File: src/rtl/hlsm_pkg.sv
// Shared definitions for the HLSM job sequencer: state encoding and default widths.
package hlsm_pkg;

   localparam int DATA_W_DEF = 32;
   localparam int JOB_CNT_W  = 16;

   typedef enum logic [1:0] {
      IDLE   = 2'd0,
      LAUNCH = 2'd1,
      RUN    = 2'd2,
      HOLD   = 2'd3
   } state_e;

endpackage

File: src/rtl/hlsm_timeout_ctr.sv
// Run-length counter for the kernel watchdog; tc flags the last allowed RUN cycle.
module hlsm_timeout_ctr #(
   parameter int CNT_W   = 8,
   parameter int TIMEOUT = 64
) (
   input  logic Clk,
   input  logic Rst,
   input  logic clr,
   input  logic en,
   output logic tc
);

   logic [CNT_W-1:0] cnt;

   always_ff @(posedge Clk) begin
      if (Rst || clr) begin
         cnt <= '0;
      end else if (en) begin
         cnt <= cnt + 1'b1;
      end
   end

   // Compare the pre-increment value: RUN cycle n sees cnt == n-1.
   assign tc = (cnt == CNT_W'(TIMEOUT - 1));

endmodule

File: src/rtl/hlsm_job_sequencer.sv
// Feeds one operand set at a time to an HLSM kernel, captures its results and
// aborts the kernel if Done does not arrive within TIMEOUT run cycles.
module hlsm_job_sequencer
   import hlsm_pkg::*;
#(
   parameter int DATA_W  = DATA_W_DEF,
   parameter int TIMEOUT = 64,
   parameter int CNT_W   = 8
) (
   input  logic                 Clk,
   input  logic                 Rst,
   input  logic                 in_valid,
   output logic                 in_ready,
   input  logic [DATA_W-1:0]    in_a,
   input  logic [DATA_W-1:0]    in_b,
   input  logic [DATA_W-1:0]    in_c,
   input  logic [DATA_W-1:0]    in_one,
   output logic                 k_Rst,
   output logic                 k_Start,
   output logic [DATA_W-1:0]    k_a,
   output logic [DATA_W-1:0]    k_b,
   output logic [DATA_W-1:0]    k_c,
   output logic [DATA_W-1:0]    k_one,
   input  logic                 k_Done,
   input  logic [DATA_W-1:0]    k_z,
   input  logic [DATA_W-1:0]    k_x,
   output logic                 out_valid,
   input  logic                 out_ready,
   output logic [DATA_W-1:0]    out_z,
   output logic [DATA_W-1:0]    out_x,
   output logic                 out_timeout,
   output logic                 busy,
   output logic [JOB_CNT_W-1:0] job_count,
   output state_e               dbg_state
);

   state_e state, state_nxt;
   logic   accept, capture, abort, abort_pulse, tc;

   // Handshakes: a transfer occurs on a rising edge where valid and ready are both 1;
   // valid never depends on ready, and data is held stable while valid=1 and ready=0.
   assign in_ready  = (state == IDLE);
   assign k_Start   = (state == LAUNCH);
   assign out_valid = (state == HOLD);
   assign busy      = (state != IDLE);
   assign k_Rst     = Rst | abort_pulse;
   assign dbg_state = state;

   always_ff @(posedge Clk) begin
      if (Rst) state <= IDLE;
      else     state <= state_nxt;
   end

   always_comb begin
      state_nxt = state;
      accept    = 1'b0;
      capture   = 1'b0;
      abort     = 1'b0;
      case (state)
         IDLE: begin
            if (in_valid) begin
               accept    = 1'b1;
               state_nxt = LAUNCH;
            end
         end
         LAUNCH: state_nxt = RUN;
         RUN: begin
            // Done on the terminal cycle still counts as a normal completion.
            if (k_Done) begin
               capture   = 1'b1;
               state_nxt = HOLD;
            end else if (tc) begin
               abort     = 1'b1;
               state_nxt = HOLD;
            end
         end
         HOLD: begin
            if (out_ready) state_nxt = IDLE;
         end
         default: state_nxt = IDLE;
      endcase
   end

   always_ff @(posedge Clk) begin
      if (Rst) begin
         k_a         <= '0;
         k_b         <= '0;
         k_c         <= '0;
         k_one       <= '0;
         out_z       <= '0;
         out_x       <= '0;
         out_timeout <= 1'b0;
         abort_pulse <= 1'b0;
         job_count   <= '0;
      end else begin
         abort_pulse <= abort;
         if (accept) begin
            k_a   <= in_a;
            k_b   <= in_b;
            k_c   <= in_c;
            k_one <= in_one;
         end
         if (capture) begin
            out_z       <= k_z;
            out_x       <= k_x;
            out_timeout <= 1'b0;
         end else if (abort) begin
            out_z       <= '0;
            out_x       <= '0;
            out_timeout <= 1'b1;
         end
         if (capture || abort) job_count <= job_count + 1'b1;
      end
   end

   hlsm_timeout_ctr #(
      .CNT_W   (CNT_W),
      .TIMEOUT (TIMEOUT)
   ) u_timeout_ctr (
      .Clk (Clk),
      .Rst (Rst),
      .clr (state == LAUNCH),
      .en  (state == RUN),
      .tc  (tc)
   );

endmodule

File: config.mk
export PLATFORM = sky130hd
export DESIGN_NAME = hlsm_job_sequencer
export DESIGN_NICKNAME = d
export VERILOG_FILES = /design/src/rtl/hlsm_pkg.sv /design/src/rtl/hlsm_timeout_ctr.sv /design/src/rtl/hlsm_job_sequencer.sv
export SDC_FILE = /design/constraint.sdc
export NUM_CORES = 1
export LEC_CHECK = 0
export CAP_MARGIN = 10
export CORE_ASPECT_RATIO = 1.1
export CORE_MARGIN = 3
export CORE_UTILIZATION = 25
export CTS_CLUSTER_SIZE = 40
export DETAILED_ROUTE_END_ITERATION = 12
export GPL_ROUTABILITY_DRIVEN = 0
export PLACE_DENSITY = 0.65
export SKIP_CTS_REPAIR_TIMING = 1
export SYNTH_ARGS = -nofsm -noshare
export SYNTH_HDL_FRONTEND = slang
export SYNTH_SLANG_ARGS = --single-unit
export TNS_END_PERCENT = 30
File: constraint.sdc
create_clock -name Clk -period 2.5 [get_ports Clk]
set_clock_uncertainty 0.2 [all_clocks]
set_input_delay 0.25 -clock Clk [delete_from_list [all_inputs] [get_ports Clk]]
set_output_delay 0.25 -clock Clk [all_outputs]
set_load 0.01 [all_outputs]
Yosys cells after proc, flatten, opt, wreduce, memory -nomap -nowiden

Index checks and enable logic that the tools add are counted.

Add/subtract/negate cells: 2
Eq/ne operators: 7
Mux-type cells: 15
Bitwise logic cells: 1
Reduce and logical (&&, ||, !) cells: 7

Operators by type and width:

| kind                                                | count |
|---|---|
| 2-to-1 mux 32 bit                                   | 3 |
| adder 16 x 1 -> 16 bit, second input constant       | 1 |
| adder 8 x 1 -> 8 bit, second input constant         | 1 |
| equality test 8 x 6 -> 1 bit, second input constant | 1 |
| 2-to-1 mux 2 bit                                    | 4 |
| case mux 2 bit (4 select lines)                     | 1 |
| 2-to-1 mux 1 bit                                    | 7 |
| equality test 2 bit, second input constant          | 2 |
| nonzero test 2 bit                                  | 2 |
| != test 3 bit, second input constant                | 1 |
| AND reduction 3 bit                                 | 1 |
| equality test 2 x 1 -> 1 bit, second input constant | 1 |
| logical NOT 2 bit                                   | 1 |
| logical OR 1 bit                                    | 2 |
| != test 2 x 1 -> 1 bit, second input constant       | 1 |
| != test 2 bit, second input constant                | 1 |
| OR reduction 2 bit                                  | 1 |
| bitwise OR 1 bit                                    | 1 |

Flip-flop bits (word level): 220
Output and inout port bits: 216
Logic and storage cells: 43

Depth between registers and ports, before layout

Gate-level depths: netlist of the first run.

Depth in word-level cells: 6
Mapped depth: 9

Modules after synthesis

Synthesis of the first run repeated with hierarchy kept, for this count alone.

Cells, all modules: 922
Area total of the unflattened synthesis: 7771.2 sq um

By module, submodules not included:

| module             | times used | cells each | area each (sq um) | seq. area each (sq um) |
|---|---|---|---|---|
| hlsm_job_sequencer | 1          | 882        | 7418.4            | 4244.1 |
| hlsm_timeout_ctr   | 1          | 40         | 352.8             | 160.2 |

Worst setup path after synthesis of the first run

OpenSTA, ideal clock, no wires.

Kind: reg2reg
From: register state[0], in the netlist dbg_state[0]
To: register job_count[1]
Library setup time: 0.128 ns
Arrival time: 1.897 ns
Data required time: 2.172 ns
Setup slack: 0.275 ns
Stages on the path, launching flop included: 10
Path buffers: 3
Period minus slack after synthesis: 2.225 ns
Cells stage by stage: dfxtp_1 > inv_1 > ha_1 > buf_2 > and2_1 > a21oi_2 > buf_2 > buf_2 > mux2i_1 > nor2_1

Word-level cells in the longest chain between the ends: 3
Elaborated cells on any way between the ends: 4

Ends and longest elaborated chain:

| item                    | RTL line                  | text |
|---|---|---|
| start, declared         | hlsm_job_sequencer.sv:37  | `state_e state, state_nxt;` |
| start signal, assigned  | hlsm_job_sequencer.sv:51  | `else state <= state_nxt;` |
| equality test 2 bit (*) | hlsm_job_sequencer.sv:59  | `case (state)` |
| 2-to-1 mux 1 bit        | hlsm_job_sequencer.sv:59  |  |
| logical OR 1 bit (*)    | hlsm_job_sequencer.sv:112 | `if (capture \|\| abort) job_count <= job_count + 1'b1;` |
| end signal, assigned    | hlsm_job_sequencer.sv:112 |  |
| end, declared           | hlsm_job_sequencer.sv:33  | `output logic [JOB_CNT_W-1:0] job_count,` |

Mark *: on every way between the ends. The rest lies on a longest branch, timed or not.
A chain may end at the register's enable or synchronous reset.

Worst setup path in the final report of the first run

From: register state[1], in the netlist dbg_state[1]
To: output port busy

Word-level cells in the longest chain between the ends: 1

Ends and longest elaborated chain:

| item               | RTL line                 | text |
|---|---|---|
| nonzero test 2 bit | hlsm_job_sequencer.sv:45 | `assign busy = (state != IDLE);` |
| end, declared      | hlsm_job_sequencer.sv:32 | `output logic busy,` |

No other way between the ends.

==> results.tsv, run 1 <==
metric	value	unit
Yosys reg bits	220	
cell breakdown of the critical path	inv_1, ha_1, inv_1, clkdlybuf4s50_1	
syn_nets	1130	
Synth cell types	42	
placed cell area	0.0125	mm2
CTS tree	done	
main combinational cell family by area after synthesis	simple AND/OR/NAND/NOR gates	
Ant. Diodes	0	
vias	7916	
detailed placement HPWL	19.5	mm
Top FF cell, synth	dfxtp_1	
DR pass1 iterations	5	
Worst-Margin Slew	0.722	ns
final wirelength	27.6	mm
GRT Total Usage	0.154	
Yosys warning count	0	
Initial DRC Count	431	
Synth Area in XOR/XNOR	0.00670	
Clock transition at path regs	0.06	ns
Post-synth EDFFs	0	
RSZ-0062 raised after global routing	no	
row cnt	67	
Post-Synthesis Cells	926	
TNS Setup	0	ns
initial antenna violation count	0	
CP Capture Type	output pin	
fin crit period	2.35	ns
NumNets Final	1518	
H-tree Lvls	1	
Syn Area/Cell	8.47	um2
IO Port Bufs	412	
Worst R2R Setup Slack	0.21	ns
fmax	426	MHz
core area	0.0307	mm2
CTS max path bufs	3	
Power per Cell Area	833	mW/mm2
fraction of the mapped netlist area in adder cells	0.0112	
Setup crit start kind	flip-flop	
crit-path max FO	5	
top post-synthesis cells by area	dfxtp_1, nand2_1, a21oi_1, a22oi_1, nor2_1	
CTS Buf Count	25	
top cell type's share of synthesized area	0.561	
global-route wire length before repair	42.5	mm
Leak	4.80	nW
CP peak stage delay	0.53	ns
io pins	413	
origin of the critical flop-to-flop path	dbg_state[0]	
most used cell, CP	inv_1	
vias in the first global route	7865	
grt total ovfl	0	
hold crit path type	in2reg	
asr flop ratio synth	0	
max cap viols	0	
worst setup path start	dbg_state[1]	
most common library cells after synthesis	nand2_1, dfxtp_1, a21oi_1	
Max transition margin	0.519	
Worst Hold Launch	in_c[24]	
class of the most critical setup path	reg2out	
crit path DAT	1.90	ns
CP Buf/Inv Count	3	
pin count of the biggest net entering global routing	130	
Die Ht	192	um
most frequent cell after synthesis	nand2_1	
Crit-path slowest cell	clkdlybuf4s50_1	
Design Area, Final	0.0133	mm2
total die area	0.0336	mm2
Starting Density	0.256	
ANT nets after route	0	
DR DRC count	0	
period utilization	0.938	
Synth area leader	dfxtp_1	
Skew-Pair Late Insertion Delay	0.51	ns
final max-slew violation count	0	
Synth Area in Compound Gates	0.170	
register area share after synthesis	0.561	
Die Wd	175	um
WP data required	2.05	ns
multiplexer share of the synthesized area	0.00670	
clock sinks	220	
drt wl/cell	15.8	um
routed vias/inst	4.53	
Largest delay share family, worst path	buffers and inverters	
setup violators final	0	
layout cell share with drive strength beyond 1	0.0601	
outcome	finished clean	
CTS Root Cell	clkbuf_16	
simple-gate portion of the synthesized area	0.206	
Worst VDD drop	0.509	mV
Syn Std Cell Area	0.00785	mm2
area delta synth->final	70.1	%
final hold vios	0	
## power by group
group | internal [W] | total [W] | switching, W
clock | 0.00237 | 0.00385 | 0.00147
combinational | 0.00156 | 0.00310 | 0.00154
sequential | 0.00395 | 0.00418 | 0.000230
total | 0.00788 | 0.0111 | 0.00324
## sequential cells by signal, summed over array words and instances (netlist names)
| register | flops |
|---|---|
| k_one | 32 |
| job_count | 16 |
| k_c | 32 |
| k_a | 32 |
| out_x | 32 |
| k_b | 32 |
| dbg_state | 2 |
| out_timeout | 1 |
| out_z | 32 |
| u_timeout_ctr.cnt | 8 |
| abort_pulse | 1 |
## routing by layer
layer	vias to the layer above	wire length, um	GRT usage
met2	364	12900	0.265
met3	37	3140	0.0643
met5	-	0	0
li1	3897	-	-
met1	3618	11100	0.182
met4	0	471	0.0322
## area by class of cell
cell class | instances | area [um2]
Inverter | 8 | 30.0
Fill cell | 3007 | 17300
Clock buffer | 35 | 743
Sequential cell | 220 | 4400
Timing Repair Buffer | 432 | 4370
Multi-Input combinational cell | 627 | 3160
Tap cell | 414 | 518
Clock inverter | 10 | 129
## worst reg2reg max path, delay by kind of cell (launching register included)
family,cells,cell delay (ns)
flip-flops,1,0.37
AO/OA/AOI/OAI,2,0.53
AND/OR/NAND/NOR,2,0.34
buffers and inverters,3,0.53
adder cells (fa/ha/maj),1,0.25
## path summary, 6_finish.rpt
| path | endpoint | cells after the start |
|---|---|---|
| setup reg to reg | out_x[24] | 8 |
| setup / recovery | busy | 4 |
| hold reg to reg | k_b[8] | 2 |
| hold / removal | k_c[24] | 3 |
## logic make-up after synthesis
kind of cell	count (synthesis)
flip-flops	220
multiplexers	5
adder cells (fa/ha/maj)	7
XOR/XNOR	6
AND/OR/NAND/NOR	383
AO/OA/AOI/OAI	226
buffers and inverters	79
## layout by cell type (no fill, tap or decap), types with 5 or more instances in the layout
| cell | netlist | final |
|---|---|---|
| or4_1 | 7 | 7 |
| nand2_1 | 266 | 265 |
| dfxtp_1 | 220 | 220 |
| o31ai_1 | 9 | 9 |
| clkinv_2 | 0 | 6 |
| clkbuf_8 | 0 | 8 |
| a21oi_1 | 143 | 143 |
| a22oi_1 | 64 | 64 |
| clkbuf_16 | 0 | 25 |
| ha_1 | 7 | 7 |
| nor3_1 | 5 | 5 |
| nor2_1 | 74 | 74 |
| clkdlybuf4s50_1 | 0 | 411 |
| buf_12 | 0 | 7 |
| buf_4 | 0 | 12 |
| inv_1 | 7 | 7 |
## per-stage QoR
step	worst slack, ns	hold WS, ns	std cells	util	total power (W)
floorplan	0.275	0.127	926	-	0.00561
global placement	0.259	0.241	1700	0.406	0.00735
detailed placement	0.228	0.246	1700	0.406	0.00740
CTS	0.105	-0.157	1745	0.435	0.0113
global route	0.0212	0.0764	1746	0.435	0.0117
finish	0.154	0.0813	1746	0.435	0.0111
No activity file was read; power rests on OpenSTA's default activity.
==> run 2, diff against run 1 <==
--- a/config.mk
+++ b/config.mk
@@ -8,9 +8,8 @@
 export CAP_MARGIN = 10
-export CORE_ASPECT_RATIO = 1.1
-export CORE_MARGIN = 3
-export CORE_UTILIZATION = 25
+export CORE_AREA = 3 3 160 162
 export CTS_CLUSTER_SIZE = 40
 export DETAILED_ROUTE_END_ITERATION = 12
+export DIE_AREA = 0 0 163 165
 export GPL_ROUTABILITY_DRIVEN = 0
-export PLACE_DENSITY = 0.65
+export PLACE_DENSITY = 0.77
 export SKIP_CTS_REPAIR_TIMING = 1
--- a/constraint.sdc
+++ b/constraint.sdc
@@ -4,2 +4,2 @@
 set_output_delay 0.25 -clock Clk [all_outputs]
-set_load 0.01 [all_outputs]
+set_load 0.005 [all_outputs]
==> results.tsv, run 2 (synthesized netlist as in run 1, its figures left out) <==
metric	value	unit
CTS max path bufs	3	
crit path DAT	1.87	ns
clock sinks	220	
fmax	430	MHz
period utilization	0.930	
ANT nets after route	0	
Design Area, Final	0.0131	mm2
total die area	0.0269	mm2
area delta synth->final	67.5	%
Crit-path slowest cell	clkdlybuf4s50_1	
layout cell share with drive strength beyond 1	0.0543	
FF-to-FF End	job_count[6]	
initial antenna violation count	2	
most used cell, CP	inv_1	
CTS Buf Count	24	
final hold vios	0	
Die Wd	163	um
io pins	413	
final wirelength	26.9	mm
DR pass1 iterations	4	
grt total ovfl	0	
fin crit period	2.32	ns
Initial DRC Count	483	
CP Capture Type	output pin	
detailed placement HPWL	18.9	mm
routed vias/inst	4.80	
setup violators final	0	
final max-slew violation count	0	
Hold Path Sink	k_a[13]	
CTS Root Cell	clkbuf_16	
cell breakdown of the critical path	inv_1, ha_1, inv_1, clkdlybuf4s50_1	
Power per Cell Area	801	mW/mm2
Worst Hold Launch	in_a[13]	
Worst VDD drop	0.469	mV
DR DRC count	0	
row cnt	57	
vias in the first global route	7586	
origin of the critical flop-to-flop path	dbg_state[0]	
WP data required	2.05	ns
Clock transition at path regs	0.06	ns
Die Ht	165	um
H-tree Lvls	1	
Setup crit start kind	flip-flop	
hold crit path type	in2reg	
most frequent cells in the layout	clkdlybuf4s50_1, nand2_1, dfxtp_1, a21oi_1, nor2_1	
global-route wire length before repair	40.0	mm
TNS Setup	0	ns
pin count of the biggest net entering global routing	114	
FILL cells	2187	
drt wl/cell	16.3	um
Reg2Reg Depth	7	
placed cell area	0.0123	mm2
Starting Density	0.324	
class of the most critical setup path	reg2out	
vias	7927	
GRT Total Usage	0.182	
Worst-Margin Slew	0.697	ns
CTS tree	done	
RSZ-0062 raised after global routing	no	
hold slack	0.0850	ns
Worst R2R Setup Slack	0.18	ns
max cap viols	0	
Leak	4.73	nW
Max transition margin	0.535	
CP peak stage delay	0.50	ns
commonest non-fill, non-tap cell in the layout	clkdlybuf4s50_1	
Hold Crit Depth	3	
IO Port Bufs	412	
NumNets Final	1515	
crit-path max FO	4	
core area	0.0242	mm2
outcome	finished clean	
Skew-Pair Late Insertion Delay	0.51	ns
-- run 2: changes by cell type in the layout (fill, tap and decap cells not counted), sizes merged --
cell,delta
buf,-2
bufinv,-2
clkbuf,-1
clkinv,-1
clkinvlp,+2
diode,+1
inv,-1
-- run 2: worst max path at each step --
stage               slack, ns            to  cells after the start    startpoint
floorplan                0.32  job_count[1]                      9  dbg_state[0]
global placement         0.22     out_x[21]                      8  dbg_state[0]
detailed placement       0.14     out_x[11]                      8  dbg_state[0]
CTS                      0.12     out_x[11]                      8  dbg_state[0]
global route             0.05  job_count[3]                      7  dbg_state[0]
finish                   0.18          busy                      4  dbg_state[0]
-- run 2: worst max-delay path: cells and delay by family, from the launching register on --
| kind | cells | cell delay [ns] |
|---|---|---|
| buffers and inverters | 3 | 0.70 |
| flip-flops | 1 | 0.38 |
| adder cells (fa/ha/maj) | 1 | 0.28 |
-- run 2: per-layer routing --
metal,GRT usage,up-vias,routed length [um]
met5,0,-,20
met4,0.0688,2,1010
met3,0.0767,64,3030
met2,0.311,326,12800
met1,0.202,3662,10000
li1,-,3873,-
-- run 2: cell type report --
type / instances / area (um2) / area share
Antenna cell: 1 / 2.50 / 0.000190
Clock buffer: 34 / 699 / 0.0532
Clock inverter: 8 / 70.1 / 0.00533
Inverter: 8 / 30.0 / 0.00228
Multi-Input combinational cell: 627 / 3160 / 0.240
Sequential cell: 220 / 4400 / 0.335
Tap cell: 324 / 405 / 0.0308
Timing Repair Buffer: 430 / 4380 / 0.333
-- run 2: power breakdown --
| group | switching [W] | total [W] | internal [W] |
|---|---|---|---|
| sequential | 0.000233 | 0.00418 | 0.00395 |
| clock | 0.00141 | 0.00345 | 0.00204 |
| combinational | 0.00134 | 0.00290 | 0.00156 |
| total | 0.00298 | 0.0105 | 0.00755 |
-- run 2: through the flow --
stage | total power, W | std cells | setup slack, ns | util
after floorplan | 0.00544 | 926 | 0.323 | -
after global placement | 0.00711 | 1605 | 0.225 | 0.509
after detailed placement | 0.00717 | 1605 | 0.137 | 0.509
after CTS | 0.0107 | 1647 | 0.119 | 0.541
after global routing | 0.0111 | 1652 | 0.0544 | 0.542
final | 0.0105 | 1652 | 0.176 | 0.542
==> run 3, diff against run 2 <==
- PLACE_DENSITY: 0.77 -> 0.7
- TNS_END_PERCENT: 30 -> 100
==> results.tsv, run 3 (synthesized netlist as in run 1, its figures left out) <==
metric	value	unit
detailed placement HPWL	19.1	mm
Worst VDD drop	0.593	mV
final cell count without fillers	1654	
vias in the first global route	7471	
Leak	4.77	nW
hold crit path type	in2reg	
outcome	finished clean	
NetSw	0.00301	W
Total Power	0.0108	W
drt wl/cell	16.5	um
Power per Cell Area	821	mW/mm2
CTS max path bufs	3	
initial antenna violation count	1	
Setup crit start kind	flip-flop	
routed vias/inst	4.74	
H-tree Lvls	1	
WP data required	2.74	ns
layout cell share with drive strength beyond 1	0.0586	
Worst-Margin Slew	0.702	ns
pin count of the biggest net entering global routing	117	
ANT nets after route	0	
fmax	423	MHz
Starting Density	0.324	
core area	0.0242	mm2
Clock transition at path regs	0.06	ns
GRT Total Usage	0.188	
final max-slew violation count	0	
commonest non-fill, non-tap cell in the layout	clkdlybuf4s50_1	
row cnt	57	
clock sinks	220	
crit path DAT	2.61	ns
io pins	413	
Max transition margin	0.532	
CTS tree	done	
Die Ht	165	um
Pint	0.00782	W
TNS Setup	0	ns
grt total ovfl	0	
final hold vios	0	
DR DRC count	0	
combinational share of power	0.265	
placed cells	1606	
Post-Place Worst Slack	0.141	ns
final wirelength	27.3	mm
Initial DRC Count	414	
crit-path max FO	12	
class of the most critical setup path	reg2reg	
total die area	0.0269	mm2
vias	7834	
period utilization	0.946	
Skew-Pair Late Insertion Delay	0.51	ns
setup ws final	0.136	ns
IO Port Bufs	412	
Die Wd	163	um
Ant. Diodes	0	
most frequent cells in the layout	clkdlybuf4s50_1, nand2_1, dfxtp_1, a21oi_1, nor2_1	
max cap viols	0	
CTS Root Cell	clkbuf_16	
switch share	0.278	
share of power burned in registers	0.386	
fin crit period	2.36	ns
NumNets Final	1515	
DR pass1 iterations	4	
global-route wire length before repair	40.9	mm
area delta synth->final	68.2	%
CP Capture Type	flip-flop	
CTS Buf Count	25	
setup violators final	0	
clock power share	0.349	
run 3: cell count changes in the layout (fill, tap and decap cells not counted), sizes merged:
| cell | before | now |
|---|---|---|
| clkinvlp | 2 | 1 |
| diode | 1 | 0 |
| a21oi | 144 | 145 |
| clkinv | 6 | 8 |
| inv | 7 | 8 |
| buf | 18 | 16 |
| bufinv | 1 | 3 |
run 3: power by group through the flow:
| stage | combinational [W] | sequential [W] | clock (W) |
|---|---|---|---|
| floorplan | 0.00116 | 0.00428 | 0 |
| global placement | 0.00287 | 0.00423 | 0 |
| detailed placement | 0.00290 | 0.00425 | 0 |
| CTS | 0.00291 | 0.00418 | 0.00391 |
| global route | 0.00315 | 0.00423 | 0.00404 |
| finish | 0.00287 | 0.00418 | 0.00378 |
run 3: per-layer routing:
metal / global-route usage / part of all wire
met3: 0.0647 / 0.094
met2: 0.327 / 0.49
met4: 0.0442 / 0.017
met1: 0.223 / 0.40
met5: 0 / 0.00033
run 3: path summary, 6_finish.rpt:
check / start / endpoint / slack, ns / cells past startpoint
max: dbg_state[0] / job_count[3] / 0.14 / 6
min: in_b[5] / k_b[5] / 0.08 / 3
max reg2reg: dbg_state[0] / job_count[3] / 0.14 / 6
min reg2reg: k_one[15] / k_one[15] / 0.25 / 2
run 3: layout make-up:
class | count | area [um2]
clock buffers | 34 | 729
clock inverters | 12 | 141
fillers | 2237 | 11000
inverters | 8 | 30.0
multi-input cells | 628 | 3170
flip-flops and latches | 220 | 4400
well taps | 324 | 405
repair buffers | 428 | 4320
run 3: critical path, cell delays in order, from the launching register on:
cell	delay [ns]
dfxtp_1	0.33
inv_1	0.13
ha_1	0.26
and4_1	0.37
a21oi_2	0.21
or4_2	0.64
a21oi_1	0.15
run 3: through the flow:
| stage | area (um2) | hold WS, ns | util |
|---|---|---|---|
| after floorplan | 7850 | 0.127 | - |
| after global placement | 12300 | 0.241 | 0.508 |
| after detailed placement | 12300 | 0.246 | 0.508 |
| after CTS | 13200 | -0.132 | 0.544 |
| after global routing | 13200 | 0.0678 | 0.544 |
| final | 13200 | 0.0790 | 0.544 |
